===== config.mk =====
export PLATFORM = sky130hd
export DESIGN_NAME = intensity_select_ctrl_flat
export DESIGN_NICKNAME = d
export VERILOG_FILES = /design/src/rtl/intensity_select_ctrl_pkg.sv /design/src/rtl/intensity_select_ctrl_if.sv /design/src/rtl/intensity_select_ctrl.sv /design/src/flat_wrapper.sv
export SDC_FILE = /design/constraint.sdc
export NUM_CORES = 1
export LEC_CHECK = 0
export CAP_MARGIN = 20
export CORE_ASPECT_RATIO = 1.25
export CORE_MARGIN = 2
export CORE_UTILIZATION = 43
export DETAILED_ROUTE_END_ITERATION = 16
export MAX_ROUTING_LAYER = met4
export PLACE_DENSITY = 0.73
export REMOVE_ABC_BUFFERS = 1
export SYNTH_ARGS = -nofsm -noshare
export SYNTH_HDL_FRONTEND = slang
export SYNTH_SLANG_ARGS = --single-unit

===== constraint.sdc =====
create_clock -name clk -period 1.35 [get_ports clk]
set_clock_uncertainty 0.1 [all_clocks]
set_input_delay 0.135 -clock clk [delete_from_list [all_inputs] [get_ports clk]]
set_output_delay 0.135 -clock clk [all_outputs]
set_load 0.05 [all_outputs]

===== src/rtl/intensity_select_ctrl_pkg.sv =====
// Shared definitions for the intensity select controller and the downstream
// 3-way mux: select codes and the controller's FSM state encoding.
package intensity_select_ctrl_pkg;

  // Mux codes: 00 forces full white, 01 forces black, 10 passes the pixel.
  typedef enum logic [1:0] {
    SEL_WHITE = 2'b00,
    SEL_BLACK = 2'b01,
    SEL_PASS  = 2'b10
  } sel_t;

  // Controller FSM: waiting for a frame, collecting pixels, one-cycle verdict.
  typedef enum logic [1:0] {
    IDLE   = 2'd0,
    ACCUM  = 2'd1,
    DECIDE = 2'd2
  } state_t;

endpackage


===== src/rtl/intensity_select_ctrl_if.sv =====
// Pixel stream in, registered pixel plus mux select out.
//
// Handshake: pix_valid qualifies pix_in and sof in the same cycle; there is
// no ready, so the sink must take every valid pixel. pix_out_valid likewise
// qualifies pix_out for exactly one cycle. count_valid is a one-cycle strobe
// marking the cycle in which mass_count and select carry a fresh verdict.
interface intensity_select_ctrl_if #(
  parameter int FRAME_PIXELS = 16
);
  import intensity_select_ctrl_pkg::*;

  localparam int CW = $clog2(FRAME_PIXELS + 1);

  logic [7:0]    pix_in;
  logic          pix_valid;
  logic          sof;
  logic [7:0]    pix_out;
  logic          pix_out_valid;
  logic [1:0]    select;
  logic [CW-1:0] mass_count;
  logic          count_valid;
  state_t        state;  // FSM state, observable for checkers

  modport master (
    output pix_in, pix_valid, sof,
    input  pix_out, pix_out_valid, select, mass_count, count_valid, state
  );

  modport slave (
    input  pix_in, pix_valid, sof,
    output pix_out, pix_out_valid, select, mass_count, count_valid, state
  );

endinterface


===== src/rtl/intensity_select_ctrl.sv =====
// Counts bright pixels per frame and, once a frame completes, chooses whether
// the next frame is forced white, forced black or passed through.
module intensity_select_ctrl
  import intensity_select_ctrl_pkg::*;
#(
  parameter int FRAME_PIXELS = 16,
  parameter int THRESH       = 128,
  parameter int HI_COUNT     = 12,
  parameter int LO_COUNT     = 4
) (
  input  logic                     clk,
  input  logic                     rst_n,
  intensity_select_ctrl_if.slave   bus
);

  localparam int CW = $clog2(FRAME_PIXELS + 1);
  localparam logic [CW-1:0] FRAME_LAST = CW'(FRAME_PIXELS);

  state_t        state;
  state_t        state_nxt;
  logic [CW-1:0] pix_cnt;
  logic [CW-1:0] bright_cnt;
  logic [CW-1:0] cnt_nxt;
  logic [CW-1:0] acc_nxt;
  logic [CW-1:0] mass_q;
  logic [7:0]    pix_q;
  logic          pix_valid_q;
  logic          count_valid_q;
  sel_t          sel_q;
  sel_t          decide_sel;
  logic          accept;
  logic          bright;
  logic          frame_done;
  logic          decide_now;

  // Acceptance and next counter values; an sof pixel always restarts at 1.
  always_comb begin
    accept     = bus.pix_valid && (bus.sof || (state == ACCUM));
    bright     = ({1'b0, bus.pix_in} >= 9'(THRESH));
    cnt_nxt    = bus.sof ? CW'(1) : pix_cnt + CW'(1);
    acc_nxt    = bus.sof ? CW'(bright) : bright_cnt + CW'(bright);
    frame_done = accept && (cnt_nxt == FRAME_LAST);
  end

  // FSM state register.
  always_ff @(posedge clk or negedge rst_n) begin
    if (!rst_n) state <= IDLE;
    else        state <= state_nxt;
  end

  // FSM next state: any accepted pixel may open or close a frame.
  always_comb begin
    state_nxt = state;
    case (state)
      IDLE:    if (accept) state_nxt = frame_done ? DECIDE : ACCUM;
      ACCUM:   if (frame_done) state_nxt = DECIDE;
      DECIDE:  if (accept) state_nxt = frame_done ? DECIDE : ACCUM;
               else        state_nxt = IDLE;
      default: state_nxt = IDLE;
    endcase
  end

  // FSM outputs: verdict for the frame just completed.
  always_comb begin
    decide_now = (state == DECIDE);
    if (int'(bright_cnt) >= HI_COUNT)      decide_sel = SEL_WHITE;
    else if (int'(bright_cnt) <= LO_COUNT) decide_sel = SEL_BLACK;
    else                                   decide_sel = SEL_PASS;
  end

  // Datapath: counters, pixel pipeline stage and the verdict registers.
  always_ff @(posedge clk or negedge rst_n) begin
    if (!rst_n) begin
      pix_cnt       <= '0;
      bright_cnt    <= '0;
      pix_q         <= '0;
      pix_valid_q   <= 1'b0;
      count_valid_q <= 1'b0;
      mass_q        <= '0;
      sel_q         <= SEL_PASS;
    end else begin
      pix_valid_q   <= accept;
      count_valid_q <= decide_now;
      if (accept) begin
        pix_cnt    <= cnt_nxt;
        bright_cnt <= acc_nxt;
        pix_q      <= bus.pix_in;
      end
      if (decide_now) begin
        mass_q <= bright_cnt;
        sel_q  <= decide_sel;
      end
    end
  end

  assign bus.pix_out       = pix_q;
  assign bus.pix_out_valid = pix_valid_q;
  assign bus.count_valid   = count_valid_q;
  assign bus.mass_count    = mass_q;
  assign bus.select        = sel_q;
  assign bus.state         = state;

endmodule


===== src/flat_wrapper.sv =====
// flat-port wrapper written by rule: the top's interface ports become plain ports
module intensity_select_ctrl_flat import intensity_select_ctrl_pkg::*;
#(
  parameter int FRAME_PIXELS = 16,
  parameter int THRESH       = 128,
  parameter int HI_COUNT     = 12,
  parameter int LO_COUNT     = 4
)
  (clk, rst_n, bus_pix_in, bus_pix_valid, bus_sof, bus_pix_out, bus_pix_out_valid, bus_select, bus_mass_count, bus_count_valid, bus_state);
  intensity_select_ctrl_if #(.FRAME_PIXELS(FRAME_PIXELS)) bus_i ();
  input  logic clk;
  input  logic rst_n;
  input wire logic [$bits(bus_i.pix_in)-1:0] bus_pix_in;
  input wire logic [$bits(bus_i.pix_valid)-1:0] bus_pix_valid;
  input wire logic [$bits(bus_i.sof)-1:0] bus_sof;
  output wire logic [$bits(bus_i.pix_out)-1:0] bus_pix_out;
  output wire logic [$bits(bus_i.pix_out_valid)-1:0] bus_pix_out_valid;
  output wire logic [$bits(bus_i.select)-1:0] bus_select;
  output wire logic [$bits(bus_i.mass_count)-1:0] bus_mass_count;
  output wire logic [$bits(bus_i.count_valid)-1:0] bus_count_valid;
  output wire logic [$bits(bus_i.state)-1:0] bus_state;
  assign bus_i.pix_in = bus_pix_in;
  assign bus_i.pix_valid = bus_pix_valid;
  assign bus_i.sof = bus_sof;
  assign bus_pix_out = bus_i.pix_out;
  assign bus_pix_out_valid = bus_i.pix_out_valid;
  assign bus_select = bus_i.select;
  assign bus_mass_count = bus_i.mass_count;
  assign bus_count_valid = bus_i.count_valid;
  assign bus_state = bus_i.state;
  intensity_select_ctrl #(.FRAME_PIXELS(FRAME_PIXELS), .THRESH(THRESH), .HI_COUNT(HI_COUNT), .LO_COUNT(LO_COUNT)) u_core (.clk(clk), .rst_n(rst_n), .bus(bus_i));
endmodule

==> results of run 1 <==
cell type report:
cell class	instances	area (um2)	area share
inverters	3	11.3	0.00521
clock buffers	8	48.8	0.0226
multi-input cells	65	616	0.285
well taps	34	42.5	0.0197
repair buffers	52	717	0.331
flip-flops and latches	29	728	0.337
logic make-up after synthesis:
family	Yosys count	share of synthesized area
fa+ha+maj	3	0.0299
xor+xnor	3	0.0209
buf+inv	7	0.0259
mux	14	0.125
compound gates	22	0.113
flops	29	0.579
simple gates	23	0.108
registers in the layout, indices dropped and copies added, names as in the netlist:
signal and count:
u_core.bright_cnt 5, u_core.bus.count_valid 1, u_core.bus.mass_count 5, u_core.bus.pix_out 8, u_core.bus.pix_out_valid 1, u_core.bus.select 2, u_core.bus.state 2, u_core.pix_cnt 5
path summary, 6_finish.rpt:
check	start	end	slack (ns)	depth (start not counted)
worst max-delay path	u_core.pix_cnt[1]$_DFFE_PN0P_	u_core.bus.state[0]$_DFFE_PN0P_	-0.09	5
worst min-delay path	rst_n	u_core.bus.mass_count[0]$_DFFE_PN0P_	0.08	2
worst max register to register	u_core.pix_cnt[1]$_DFFE_PN0P_	u_core.bus.state[0]$_DFFE_PN0P_	-0.09	5
worst min register to register	u_core.bus.select[0]$_DFFE_PN0P_	u_core.bus.select[0]$_DFFE_PN0P_	0.46	2
max in group asynchronous	rst_n	u_core.bus.select[1]$_DFFE_PN1P_	0.85	2
min in group clk	bus_pix_in[2]	u_core.bus.pix_out[2]$_DFFE_PN0P_	0.33	2
synth_stat cells, drive strengths merged, types with 2 or more instances:
master  number  area share
a22o         2       0.014
a31oi        3       0.015
buf          3       0.014
dfrtp       28        0.56
ha           3       0.030
inv          3      0.0090
mux2        13        0.12
nand2        8       0.024
nand2b       2       0.010
nand3        2      0.0080
nand4        2       0.010
nor2         3      0.0090
o21ai       14       0.065
xnor2        2       0.014
per-layer routing:
layer	global-route usage	vias up	wire [um]
met4	0.0545	0	34
met3	0.0899	5	226
met1	0.241	510	1300
met2	0.320	44	1700
met5	-	-	0
li1	-	474	-
worst reg2reg max path: cells and delay by family (launching register included):
family | cells | cell delay [ns]
fa+ha+maj | 1 | 0.18
simple gates | 3 | 0.45
xor+xnor | 1 | 0.16
flops | 1 | 0.42
timing repair:
item                       CTS  global route
cloned                       0             1
setup buffers                2             3
gates resized for setup     17            16
setup endpoints to repair   14            25
pin swaps                    2             7
power by group:
group | switching, mW | internal [mW]
Clock | 0.276 | 0.207
Sequential | 0.137 | 0.970
Combinational | 0.459 | 0.554
Total | 0.872 | 1.73
==> flow_summary.yaml, run 1 <==
status:
  outcome: "finished with violations"
  failed_checks: "negative setup slack"
grt:
  gr-usage-all-layers: 0.205
  grt_antenna_before_repair: 0
  grt_pass1_wl_um: 4950
  grt_overflow_total: 0
  pin_count_of_the_biggest_net_entering_global_routing: 30
  vias_in_the_first_global_route: 1074
cells_and_area:
  area_growth_syn_to_layout_pct: 72.2
  fin_cells: 191
  utilization: 0.792
  num-fill-cells: 163
  post-route-cell-area_mm2: 0.00216
  antenna-diode-count: 0
  most-common-layout-cells: "sky130_fd_sc_hd__dfrtp_1 (27), sky130_fd_sc_hd__buf_12 (21), sky130_fd_sc_hd__buf_4 (16), sky130_fd_sc_hd__clkdlybuf4s50_1 (11), sky130_fd_sc_hd__mux2_4 (8)"
  finalNetCount: 171
  proportion_of_layout_cells_with_a_drive_suffix_above_1: 0.484
  layout.cells.most_common: "sky130_fd_sc_hd__dfrtp_1"
run:
  timing.max_cap.violations: 0
clock_network:
  clk_latency_ns: 0.32
  cts_buffers: 5
  cts_tree: "done"
  clock_sink_count: 29
  clk_transition_reported_paths_ns: 0.08
  ctsRootBufferMaster: "sky130_fd_sc_hd__clkbuf_4"
  cts-htree-levels: 2
  cts.path.max_buffers: 2
  post_cts_hold_buffer_count: 0
setup_path:
  critPathKind: "reg2reg"
  cp.required_ns: 1.45
  worstSetupEndpointType: "register"
  critical_path_max_stage_delay_ns: 0.42
  crit_path_cell_trace: "ha_4 > nand3_4 > xor2_2 > nor4_2 > nor2_1"
  cp-start-kind: "register"
  maximum_fanout_along_the_worst_path: 3
  cp_slowest_cell: "sky130_fd_sc_hd__dfrtp_1"
  critical_path_arrival_ns: 1.54
  crit_buf_inv: 0
  path_delay_family: "simple AND/OR/NAND/NOR gates"
timing:
  slew_violations: 0
  tightestPinTransition_ns: 0.304
  relSlewSlack: 0.794
  report.final.hold_viol_count: 0
  grt_setup_unrepaired: "true"
  finalSetupViolations: 18
  clock.fmax_ghz: 0.695
  period_needed_ns: 1.44
  final.period_utilization: 1.07
  hold_slack_ns: 0.0771
  postLayoutSetupSlackWorst_ns: -0.0878
  final.setup.tns_ns: -0.838
place:
  numPlacedInstances: 177
  hpwl_after_detailed_placement_um: 1900
  gp_congestion: 0.732
  dp_slack_ns: -0.272
  dpl-instance-area_mm2: 0.00191
  buffer_ports.inserted: 30
power_and_ir_drop:
  p_per_area_mw_per_mm2: 1200
  power_leakage_nw: 1.01
  irDropWorstVdd_uv: 1170
  finalPower_mw: 2.60
synth:
  synthesis.area_mm2: 0.00126
  main_synth_ff_type: "sky130_fd_sc_hd__dfrtp_1"
  async_reset_ff_frac: 1.00
  syn-instance-count: 101
  synth_seq_cells: 29
  synth-edff-count: 0
  ys.warnings.count: 0
  post_synthesis_cell_type_count: 32
  synth-seq-area-share: 0.579
  post_synth.cell_area_avg_um2: 12.4
floorplan:
  die_width_um: 52.3
  boundaryPins: 31
  die-area_mm2: 0.00337
  floorplan.rows: 21
  die_height_um: 64.4
  core_area_mm2: 0.00273
  initial_utilization: 0.460
route:
  ant_nets: 0
  drtIter0Drc: 34
  drt_drc_violations_left: 0
  wire_per_inst_um: 17.0
  dr_total_vias: 1033
  routed_wirelength_um: 3250
  drtPass1Iterations: 4
  via_per_inst: 5.41
worst_hold_path:
  hold_path.class: "in2async"
Power figures use the tool's default switching activity.
==> run 2, diff against run 1 <==
- CORE_MARGIN: 2 -> 8
==> run 2 against run 1 <==
- the flow still finishes with violations (negative setup slack)
- power increased by 2.7%
- wire length decreased by 3.3%
- core utilization decreased by 3.6 points
- sequential cell count unchanged
- worst hold slack got worse by 0.038 ns
- maximum frequency decreased by 4.3%
- global-route usage decreased by 6.5 points
- via count decreased by 1.5%
- cell area unchanged
- critical endpoint unchanged
- largest cell class unchanged
==> flow_summary.yaml, run 2 (synthesis gave the netlist of run 1 again) <==
status:
  outcome: "finished with violations"
  failed_checks: "negative setup slack"
power_and_ir_drop:
  switching_power_mw: 0.874
  power_frac_seq: 0.412
  irDropWorstVdd_uv: 1070
  finalPower_mw: 2.67
  combPwrFrac: 0.383
  cell_internal_pwr_mw: 1.80
  p_per_area_mw_per_mm2: 1240
  switching_share: 0.327
  clock_power_share: 0.205
  power_leakage_nw: 1.01
route:
  ant_nets: 0
  dr_total_vias: 1017
  wire_per_inst_um: 16.2
  via_per_inst: 5.24
  drt_drc_violations_left: 0
  routed_wirelength_um: 3150
  drtPass1Iterations: 5
  drtIter0Drc: 27
setup_path:
  cp-start-kind: "register"
  worstSetupEndpointType: "register"
  r2r_end: "u_core.bus.state[0]$_DFFE_PN0P_"
  crit_buf_inv: 1
  r2r-start: "u_core.bus.state[1]$_DFFE_PN0P_"
  critPathKind: "reg2reg"
  cp_slowest_cell: "sky130_fd_sc_hd__dfrtp_1"
  maximum_fanout_along_the_worst_path: 3
  cp.required_ns: 1.47
  path_delay_family: "simple AND/OR/NAND/NOR gates"
  critPathCapture: "u_core.bus.state[0]$_DFFE_PN0P_"
  cp_depth: 5
  critical_path_max_stage_delay_ns: 0.39
  ff2ff_path_depth: 5
  ff2ff_setup_slack_ns: -0.15
  crit_path_cell_trace: "buf_6 > and4bb_2 > nand4b_1 > nor4_2 > nor2_1"
  startpoint: "u_core.bus.state[1]$_DFFE_PN0P_"
  critical_path_arrival_ns: 1.62
grt:
  grt_antenna_before_repair: 0
  grt_overflow_total: 0
  vias_in_the_first_global_route: 1139
  pin_count_of_the_biggest_net_entering_global_routing: 30
  grt_pass1_wl_um: 5350
  gr-usage-all-layers: 0.140
clock_network:
  ctsRootBufferMaster: "sky130_fd_sc_hd__clkbuf_4"
  cts.path.max_buffers: 2
  clk_latency_ns: 0.34
  cts_tree: "done"
  post_cts_hold_buffer_count: 0
  cts_buffers: 5
  clock_sink_count: 29
  clk_transition_reported_paths_ns: 0.10
  cts-htree-levels: 2
timing:
  clock.fmax_ghz: 0.665
  relSlewSlack: 0.775
  postLayoutSetupSlackWorst_ns: -0.153
  finalSetupViolations: 26
  slew_violations: 0
  tightestPinTransition_ns: 0.337
  report.final.hold_viol_count: 0
  final.period_utilization: 1.11
  period_needed_ns: 1.50
  grt_setup_unrepaired: "true"
cells_and_area:
  area_growth_syn_to_layout_pct: 72.2
  proportion_of_layout_cells_with_a_drive_suffix_above_1: 0.462
  layout.cells.most_common: "sky130_fd_sc_hd__dfrtp_1"
  register_area_um2: 727
  utilization: 0.756
  most-common-layout-cells: "sky130_fd_sc_hd__dfrtp_1 (28), sky130_fd_sc_hd__buf_12 (21), sky130_fd_sc_hd__buf_4 (15), sky130_fd_sc_hd__clkdlybuf4s50_1 (11), sky130_fd_sc_hd__mux2_4 (8)"
  multi_input_area_um2: 597
  antenna-diode-count: 0
  fin_cells: 194
  finalNetCount: 172
  num-fill-cells: 178
  largest_register_ff_count: 8
floorplan:
  initial_utilization: 0.439
  core_area_mm2: 0.00286
  boundaryPins: 31
  die-area_mm2: 0.00492
  floorplan.rows: 22
  die_width_um: 64.3
  die_height_um: 76.4
place:
  hpwl_after_detailed_placement_um: 2150
  buffer_ports.inserted: 30
  numPlacedInstances: 181
  gp_congestion: 0.745
run:
  timing.max_cap.violations: 0
worst_hold_path:
  hold_path.class: "in2async"
==> run 2: cell types whose count changed in the layout (fill, tap and decap cells not counted), moves of 2 or more <==
cell / change
sky130_fd_sc_hd__nand2_2: -3
sky130_fd_sc_hd__buf_8: -2
sky130_fd_sc_hd__nand2_1: +4
sky130_fd_sc_hd__buf_6: +4
==> run 2: layout make-up <==
cell class	count	share of cell area
tap	36	0.0208
clock buffer	8	0.0272
timing repair buffer	53	0.335
multi-input combinational	65	0.276
inverter	3	0.00521
sequential	29	0.336
==> run 2: through the flow <==
step	cell area, um2	hold slack [ns]	TNS (ns)	worst slack [ns]
2_1_floorplan	1230	-0.261	-8.59	-0.495
3_3_place_gp	1930	0.382	-3.11	-0.201
3_5_place_dp	1930	0.416	-4.07	-0.269
4_1_cts	2100	0.0548	-1.32	-0.101
5_1_grt	2160	0.0455	-3.55	-0.268
6_report	2160	0.0395	-1.78	-0.153
==> run 2: per-layer routing <==
metal	share of wire	vias to the layer above	global-route usage
met2	0.54	29	0.234
met4	0.018	0	0.0503
met5	0	-	-
met3	0.060	6	0.0574
met1	0.38	508	0.142
li1	-	474	-
==> run 2: how the worst min path moves through the flow <==
stage,startpoint,to,cells after the start
5_1_grt,rst_n,u_core.bus.pix_out[6]$_DFFE_PN0P_,2
4_1_cts,rst_n,u_core.bus.pix_out_valid$_DFF_PN0_,2
6_report,rst_n,u_core.bus.pix_out[0]$_DFFE_PN0P_,2
3_5_place_dp,u_core.pix_cnt[4]$_DFFE_PN0P_,u_core.pix_cnt[4]$_DFFE_PN0P_,2
2_1_floorplan,rst_n,u_core.bright_cnt[0]$_DFFE_PN0P_,0
3_3_place_gp,u_core.pix_cnt[4]$_DFFE_PN0P_,u_core.pix_cnt[4]$_DFFE_PN0P_,2
==> run 2: power groups by stage <==
stage / registers (mW) / logic [mW] / clock network [mW]
3_5_place_dp: 1.09 / 0.860 / 0
4_1_cts: 1.08 / 0.952 / 0.560
3_3_place_gp: 1.08 / 0.820 / 0
2_1_floorplan: 1.23 / 0.228 / 0
6_report: 1.10 / 1.02 / 0.549
5_1_grt: 1.11 / 1.08 / 0.596
==> run 2: what timing repair did <==
item	in CTS	in global routing
resized for setup	15	13
setup buffers	3	2
cloned	1	0
hold endpoints to repair	0	0
pin swaps	2	4
endpoints found under the setup margin	18	27
==> run 3, diff against run 2 <==
- ABC_AREA: unset -> 1
==> run 3 against run 2 <==
- the run now ends clean
- first-iteration DRC count is 19% higher
- clock-buffer cell count is 1 lower
- sequential cell count stayed put
- power is 11% lower
- setup slack better by 0.18 ns
- sequential share of layout area is 0.96 points higher
- synthesized area is 2.9% higher
- largest power group unchanged
- critical endpoint unchanged
- cell count is 23% higher
==> flow_summary.yaml, run 3 <==
cells_and_area:
  antenna-diode-count: 0
  largest_register_ff_count: 8
  layout.cells.most_common: "sky130_fd_sc_hd__nand2_1"
  proportion_of_layout_cells_with_a_drive_suffix_above_1: 0.305
  most-common-layout-cells: "sky130_fd_sc_hd__nand2_1 (57), sky130_fd_sc_hd__dfrtp_1 (28), sky130_fd_sc_hd__buf_12 (22), sky130_fd_sc_hd__inv_1 (13), sky130_fd_sc_hd__buf_4 (12)"
  finalNetCount: 217
  area_growth_syn_to_layout_pct: 62.7
power_and_ir_drop:
  irDropWorstVdd_uv: 1110
  finalPower_mw: 2.39
  p_per_area_mw_per_mm2: 1140
  power_leakage_nw: 1.01
timing:
  period_needed_ns: 1.33
  clock.fmax_ghz: 0.754
  slew_violations: 0
  grt_setup_unrepaired: "true"
  finalSetupViolations: 0
  report.final.hold_viol_count: 0
  final.period_utilization: 0.983
  tightestPinTransition_ns: 0.302
  final.setup.tns_ns: 0
  relSlewSlack: 0.799
place:
  gp_congestion: 0.912
  hpwl_after_detailed_placement_um: 2380
  buffer_ports.inserted: 30
grt:
  grt_overflow_total: 0
  pin_count_of_the_biggest_net_entering_global_routing: 30
  vias_in_the_first_global_route: 1311
  grt_antenna_before_repair: 0
  gr-usage-all-layers: 0.140
  grt_pass1_wl_um: 5510
route:
  drt_drc_violations_left: 0
  drtIter0Drc: 32
  drtPass1Iterations: 4
  dr_total_vias: 1169
  ant_nets: 0
  via_per_inst: 4.89
  wire_per_inst_um: 13.8
  routed_wirelength_um: 3290
floorplan:
  die-area_mm2: 0.00503
  core_area_mm2: 0.00289
  boundaryPins: 31
  floorplan.rows: 22
  die_width_um: 65.0
  initial_utilization: 0.447
  die_height_um: 77.3
run:
  timing.max_cap.violations: 0
synth:
  compound_gate_portion_of_the_synthesized_area: 0.0513
  synth-simple-area-share: 0.283
  main_synth_ff_type: "sky130_fd_sc_hd__dfrtp_1"
  synth.cells.most_frequent: "sky130_fd_sc_hd__nand2_1 (60), sky130_fd_sc_hd__dfrtp_1 (28), sky130_fd_sc_hd__inv_1 (15), sky130_fd_sc_hd__nor2_1 (10), sky130_fd_sc_hd__o21ai_1 (8)"
  synth_top_cell_by_area: "sky130_fd_sc_hd__dfrtp_1"
  post_synthesis_cell_type_count: 19
  post_synth_fa_ha_maj_area_fraction: 0.0290
  post_synth_main_area_contributors: "sky130_fd_sc_hd__dfrtp_1 (54%), sky130_fd_sc_hd__nand2_1 (17%), sky130_fd_sc_hd__inv_1 (4.4%)"
  synth_top_family_by_area: "simple AND/OR/NAND/NOR gates"
  yosys-mux-area-fraction: 0
  synth_seq_cells: 29
  async_reset_ff_frac: 1.00
  syn-instance-count: 153
  synthesis.area_mm2: 0.00129
  post_synth.cell_area_avg_um2: 8.45
  synthXorXnorAreaFrac: 0
  synth_most_common_cell: "sky130_fd_sc_hd__nand2_1"
  synth-seq-area-share: 0.562
  synth-edff-count: 0
  synth.top_cell.area_share: 0.542
  ys.warnings.count: 0
clock_network:
  cts-htree-levels: 2
  cts.path.max_buffers: 2
  clock_sink_count: 29
  ctsRootBufferMaster: "sky130_fd_sc_hd__clkbuf_4"
  cts_tree: "done"
  cts_buffers: 5
  clk_latency_ns: 0.33
  post_cts_hold_buffer_count: 0
  clk_transition_reported_paths_ns: 0.09
setup_path:
  cp-start-kind: "register"
  startpoint: "u_core.pix_cnt[1]$_DFFE_PN0P_"
  r2r-start: "u_core.pix_cnt[1]$_DFFE_PN0P_"
  critPathKind: "reg2reg"
  cp.required_ns: 1.47
  r2r_end: "u_core.bus.state[0]$_DFFE_PN0P_"
  worstSetupEndpointType: "register"
  maximum_fanout_along_the_worst_path: 4
  ff2ff_path_depth: 8
  ff2ff_setup_slack_ns: 0.02
  critical_path_arrival_ns: 1.45
worst_hold_path:
  hold_path.class: "in2async"
status:
  outcome: "finished, final reports clean"
[run 3: cell count changes after synthesis, sizes merged, moves of 3 or more]
cell	before	now
inv	3	18
a31oi	3	0
nand3	2	7
nor2	3	11
nand4	2	7
mux2	13	0
nand2	8	62
[run 3: cell families (layout without fill, tap and decap cells)]
| family | count (synthesis) | in the layout |
|---|---|---|
| AOI/OAI and AO/OA | 13 | 13 |
| adders and majority gates | 3 | 3 |
| buffers and inverters | 21 | 71 |
| DFF | 29 | 29 |
| and+or+nand+nor | 87 | 87 |
[run 3: power by group]
group | internal, mW | leakage [nW] | total [mW] | switching [mW]
sequential | 0.935 | 0.374 | 1.02 | 0.0871
combinational | 0.310 | 0.594 | 0.634 | 0.323
clock | 0.442 | 0.0455 | 0.735 | 0.293
[run 3: worst max path at each step]
stage	end	slack (ns)	depth (start not counted)
floorplan	u_core.bright_cnt[0]$_DFFE_PN0P_	-0.22	9
finish	u_core.bus.state[0]$_DFFE_PN0P_	0.02	8
global route	u_core.bus.state[0]$_DFFE_PN0P_	-0.04	7
CTS	u_core.bus.state[0]$_DFFE_PN0P_	0.02	8
global placement	u_core.bright_cnt[4]$_DFFE_PN0P_	-0.16	7
detailed placement	u_core.bright_cnt[4]$_DFFE_PN0P_	-0.30	7
[run 3: critical path, stage by stage, from the launching register on]
cell and delay [ns]:
sky130_fd_sc_hd__dfrtp_1 0.44, sky130_fd_sc_hd__ha_4 0.19, sky130_fd_sc_hd__nand3_2 0.07, sky130_fd_sc_hd__nand2_2 0.08, sky130_fd_sc_hd__nand2_2 0.05, sky130_fd_sc_hd__nor2_1 0.08, sky130_fd_sc_hd__nand3_1 0.10, sky130_fd_sc_hd__nand2_1 0.07
sky130_fd_sc_hd__inv_1 0.03
[run 3: area by class of cell]
type	instances	area [um2]
clock buffers	7	55.1
clock inverters	1	30.0
fillers	215	787
inverters	18	72.6
multi-input cells	103	533
flip-flops and latches	29	727
well taps	36	45.0
repair buffers	45	641
[run 3: metrics by stage]
stage,util,setup WS [ns],hold slack [ns],std cells,area (um2)
after global placement,0.668,-0.157,0.377,228,1930
after global routing,0.728,-0.0399,0.0536,239,2100
after CTS,0.700,0.0183,0.0586,236,2020
after detailed placement,0.668,-0.304,0.386,228,1930
after floorplan,-,-0.221,-0.261,150,1270
final,0.728,0.0229,0.0608,239,2100
[run 3: what timing repair did]
| item | in CTS | in global routing |
|---|---|---|
| pin swaps | 0 | 6 |
| endpoints found under the setup margin | 3 | 11 |
| buffers inserted | 0 | 3 |
| gates resized for setup | 4 | 14 |
[run 3: per-layer routing]
layer / vias to the layer above / GRT usage / part of all wire
li1: 580 / - / -
met4: 0 / 0.0569 / 0.019
met5: - / - / 0
met2: 38 / 0.243 / 0.51
met3: 7 / 0.0741 / 0.084
met1: 544 / 0.122 / 0.39
